===== src/rtl/imem_fetch_arbiter.sv =====
// Shares the combinational instruction-memory read port between IF fetch and a debug reader.
// The debug requester and its starvation counter exist only when IMEM_ARB_DBG_EN is defined.
module imem_fetch_arbiter #(
  parameter int unsigned STARVE_LIMIT = 4
) (
  input  logic        clk,
  input  logic        rst,
  input  logic        f_req,
  input  logic [31:0] f_addr,
  input  logic        f_freeze,
  input  logic        f_flush,
  output logic        f_gnt,
  output logic        f_rvalid,
  output logic [31:0] f_rdata,
  input  logic        d_req,
  input  logic [31:0] d_addr,
  output logic        d_gnt,
  output logic        d_rvalid,
  output logic [31:0] d_rdata,
  output logic        d_err,
  output logic [31:0] mem_addr,
  input  logic [31:0] mem_data
);
  typedef enum logic [1:0] {RSP_NONE, RSP_F, RSP_D} rsp_e;

  rsp_e        r_state;
  logic [31:0] r_f_rdata;
  logic        w_fr;
  logic        w_f_gnt;
  logic        w_d_gnt;
  logic [31:0] w_addr;

  assign w_fr = f_req & ~f_freeze;

`ifdef IMEM_ARB_DBG_EN
  localparam logic [3:0] LIM = 4'(STARVE_LIMIT);

  logic [3:0]  r_starve;
  logic [31:0] r_d_rdata;
  logic        r_d_err;
  logic        w_d_win;

  // Debug takes the slot once it has been denied LIM cycles in a row.
  assign w_d_win = d_req & (r_starve == LIM);
  assign w_d_gnt = rst & d_req & (w_d_win | ~w_fr);
  assign w_f_gnt = rst & w_fr & ~w_d_win;
  assign w_addr  = w_d_gnt ? d_addr : f_addr;

  always_ff @(posedge clk or negedge rst) begin
    if (!rst)                 r_starve <= '0;
    else if (!d_req || w_d_gnt) r_starve <= '0;
    else if (r_starve != LIM) r_starve <= r_starve + 4'd1;
  end

  always_ff @(posedge clk or negedge rst) begin
    if (!rst) begin
      r_d_rdata <= '0;
      r_d_err   <= 1'b0;
    end else if (w_d_gnt) begin
      r_d_rdata <= mem_data;
      r_d_err   <= |d_addr[1:0];
    end
  end

  assign d_gnt    = w_d_gnt;
  assign d_rvalid = (r_state == RSP_D);
  assign d_rdata  = r_d_rdata;
  assign d_err    = r_d_err & d_rvalid;
`else
  logic w_unused;
  assign w_unused = ^{d_req, d_addr};

  assign w_d_gnt  = 1'b0;
  assign w_f_gnt  = rst & w_fr;
  assign w_addr   = f_addr;
  assign d_gnt    = 1'b0;
  assign d_rvalid = 1'b0;
  assign d_rdata  = '0;
  assign d_err    = 1'b0;
`endif

  // Misaligned low bits are dropped silently; the port only serves whole words.
  assign mem_addr = rst ? {w_addr[31:2], 2'b00} : '0;

  always_ff @(posedge clk or negedge rst) begin
    if (!rst) begin
      r_state   <= RSP_NONE;
      r_f_rdata <= '0;
    end else begin
      if (w_f_gnt)      r_state <= RSP_F;
      else if (w_d_gnt) r_state <= RSP_D;
      else              r_state <= RSP_NONE;
      if (w_f_gnt) r_f_rdata <= mem_data;
    end
  end

  assign f_gnt    = w_f_gnt;
  assign f_rvalid = (r_state == RSP_F) & ~f_flush;
  assign f_rdata  = r_f_rdata;
endmodule

===== config.mk =====
export PLATFORM = sky130hd
export DESIGN_NAME = imem_fetch_arbiter
export DESIGN_NICKNAME = d
export VERILOG_FILES = /design/src/rtl/imem_fetch_arbiter.sv
export SDC_FILE = /design/constraint.sdc
export NUM_CORES = 1
export LEC_CHECK = 0
export BUFFER_PORTS_ARGS = -buffer_cell sky130_fd_sc_hd__buf_2
export CORE_AREA = 3 3 77 79
export CTS_BUF_LIST = sky130_fd_sc_hd__clkbuf_16
export CTS_CLUSTER_SIZE = 12
export DETAILED_ROUTE_END_ITERATION = 10
export DIE_AREA = 0 0 80 82
export MAX_ROUTING_LAYER = met4
export PLACE_DENSITY = 0.83
export SETUP_SLACK_MARGIN = 0.1
export SLEW_MARGIN = 15
export SYNTH_ARGS = -nofsm -noshare
export SYNTH_HDL_FRONTEND = slang
export SYNTH_SLANG_ARGS = --single-unit

===== constraint.sdc =====
create_clock -name clk -period 1.6 [get_ports clk]
set_input_delay 0.16 -clock clk [delete_from_list [all_inputs] [get_ports clk]]
set_output_delay 0.16 -clock clk [all_outputs]
set_load 0.02 [all_outputs]

==> impl_metrics.csv <==
group,metric,value,unit
worst_setup_path,path_cells,"buf_2 > nand3b_4 > buf_12 > inv_1 > buf_2",
min_path,hp-start,"mem_data[17]",
cts,clockBufferDepth,2,
cells_and_area,drive_gt1_share,62.4,%
sta,setup_viol,0,
cells_and_area,antennaDiodeCount,0,
sta,fmax,807,MHz
synthesis,synthDistinctLibCells,11,
worst_setup_path,critPathRequiredTime,1.44,ns
worst_setup_path,cp-start-kind,"primary input",
floorplan,io_pins,203,
global_route,track_usage,12.9,%
synthesis,yosysWarningCount,0,
placed_design,io_buffer_count,130,
global_route,gr-usage-met2,22.9,%
min_path,hold_path_class,"in2reg",
cts,clk_pin_slew,0.06,ns
synthesis,syn_avg_cell_area,13.0,um^2
sta,skew,0,ns
floorplan,die_x,80,um
synthesis,synth_top_cell_by_area,"dfrtp_1",
worst_setup_path,crit_top_cell,"buf_2",
cells_and_area,fill_cells,489,
detailed_routing,final_antenna_net_count,0,
global_route,grt_max_degree,33,
sta,final_max_slew_viol_count,0,
cts,cts_htree_levels,2,
worst_setup_path,r2r-start,"f_rdata[26]",
detailed_routing,vias_per_cell,3.92,
worst_setup_path,cp_data_arrival_time,1.08,ns
outcome,status,"finished clean",
sta,rsz0062_at_grt,"false",
global_route,use_met1,13.7,%
global_route,antenna_found_initial,0,
global_route,top_usage_layer,"met2",
sta,relSlewSlack,47.8,%
worst_setup_path,cp_max_fo,20,
cts,tritoncts,"yes",
placed_design,gp_congestion,0.679,
cts,cts_made_buffers,5,
worst_setup_path,crit_path_end_kind,"output port",
flow_run,drv_cap,0,
cts,post_cts_resized,0,
placed_design,dp_cells,340,
cells_and_area,area_growth,42.9,%
cells_and_area,instances_no_fill,351,
cts,clk_latency,0.27,ns
worst_setup_path,crit_type,"in2out",
sta,tns,0,ns
global_route,grt.met3_usage,4.06,%
placed_design,dp_hpwl,3.57,mm
sta,worst_pin_slew,0.780,ns
cells_and_area,stdcell_area,0.00263,mm^2
cts,cts-root-buf,"clkbuf_16",
synthesis,yosys.area.top_type_share,44.9,%
floorplan,core_region_area,0.00541,mm^2
detailed_routing,first_iter_violations,7,
sta,finalCriticalPeriod,1.24,ns
pwr,p_leak,1.56,nW
floorplan,start_util,34.0,%
sta,finalCritPeriodShare,77.5,%
cells_and_area,layout.nets,380,
detailed_routing,vias,1377,
placed_design,placed_area,0.00243,mm^2
synthesis,ys_ff_latch,33,
synthesis,seq_area_frac_synth,44.9,%
worst_setup_path,critical_path.startpoint,"f_freeze",
synthesis,synth_cells,142,
sta,hold_slack,0.112,ns
detailed_routing,drt-total-wl,4.50,mm
detailed_routing,wl_per_cell,12.8,um
global_route,gr-total-overflow,0,
floorplan,die_y,82,um
global_route,grt_pass1_wl,6.16,mm
synthesis,syn_area,0.00184,mm^2
pwr,peakVddDrop,690,uV
cts,clock_sinks,33,
global_route,grt_pass1_vias,1276,
detailed_routing,drc_errors,0,
worst_setup_path,slowest_delay,0.31,ns
floorplan,design.die.area,0.00656,mm^2
detailed_routing,firstDrtPassIters,4,
synthesis,synth.area.top_cells,"dfrtp_1, mux2_4, buf_4, and2_1, buf_6",
pwr,powerDensity,1180,mW/mm^2
worst_setup_path,crit_slowest_cell,"nand3b_4",
sta,hold_viol_final,0,
floorplan,rows,27,
==> flip-flops by register name (all words and copies together), names as in the netlist <==
signal	flops
r_state	1
f_rdata	32
==> through the flow <==
stage | power, mW | utilization [%] | worst slack (ns)
after detailed placement | 2.02 | 44.9 | 0.301
after CTS | 3.15 | 48.6 | 0.348
after floorplan | 1.75 | - | 0.681
after global placement | 2.00 | 44.9 | 0.316
final | 3.10 | 48.6 | 0.360
after global routing | 3.25 | 48.6 | 0.237
==> synthesized netlist by cell type <==
cell and instances:
mux2_2 3, inv_1 1, dfrtp_1 33, and2_1 30
buf_6 3, clkbuf_1 3, conb_1 1, nand3b_4 1
mux2_4 29, buf_4 37, nor2b_1 1
==> power breakdown <==
part / internal (mW) / switching, mW / leakage [nW]
sequential: 0.990 / 0.0870 / 0.392
combinational: 0.416 / 0.518 / 1.08
clock: 0.736 / 0.357 / 0.0800
total: 2.14 / 0.962 / 1.56
==> layout by cell type, fill, tap and decap left out, drive strengths merged <==
master / count
clkinv: 1
bufinv: 1
conb: 37
buf: 133
dfrtp: 33
clkbuf: 5
nor2b: 1
and2: 30
mux2: 32
inv: 1
nand3b: 1
dlygate4sd3: 3
clkinvlp: 1
==> area by class of cell <==
class                      count  area [um^2]  share of cell area (%)
clock buffer                   5          125                    4.76
timing repair buffer         136          716                    27.2
inverter                       1         3.75                   0.143
multi-input combinational    101          822                    31.3
sequential                    33          826                    31.4
clock inverter                 3         46.3                    1.76
tap                           72         90.1                    3.43
==> kinds of logic after synthesis <==
group | Yosys count | synth area share (%)
buffers and inverters | 44 | 17.8
DFF | 33 | 44.9
muxes | 32 | 25.5
and+or+nand+nor | 32 | 11.6
other | 1 | 0.204
==> worst max-delay path, delay by kind of cell <==
kind          cells  cell delay, ns
simple gates      1            0.31
buf+inv           4            0.59
==> timing repair <==
action | in CTS | in global routing
hold buffers | 3 | 0
hold endpoints to repair | 24 | 0
buffers inserted | 0 | 0
==> layer usage <==
layer / share of wire (%) / wire [um]
met2: 53 / 2380
met5: 0 / 0
met1: 36 / 1620
met3: 11 / 476
met4: 0.42 / 19
==> worst paths after layout <==
check                                   end  slack, ns  cells after the start
max in group asynchronous       f_rdata[13]       0.44                      3
min in group asynchronous       f_rdata[26]       0.67                      3
worst max register to register  f_rdata[26]       0.82                      1
worst max-delay path                  f_gnt       0.36                      5
worst min register to register   f_rdata[0]       0.51                      1
worst min-delay path            f_rdata[17]       0.11                      2
No activity file was read; power rests on OpenSTA's default activity.
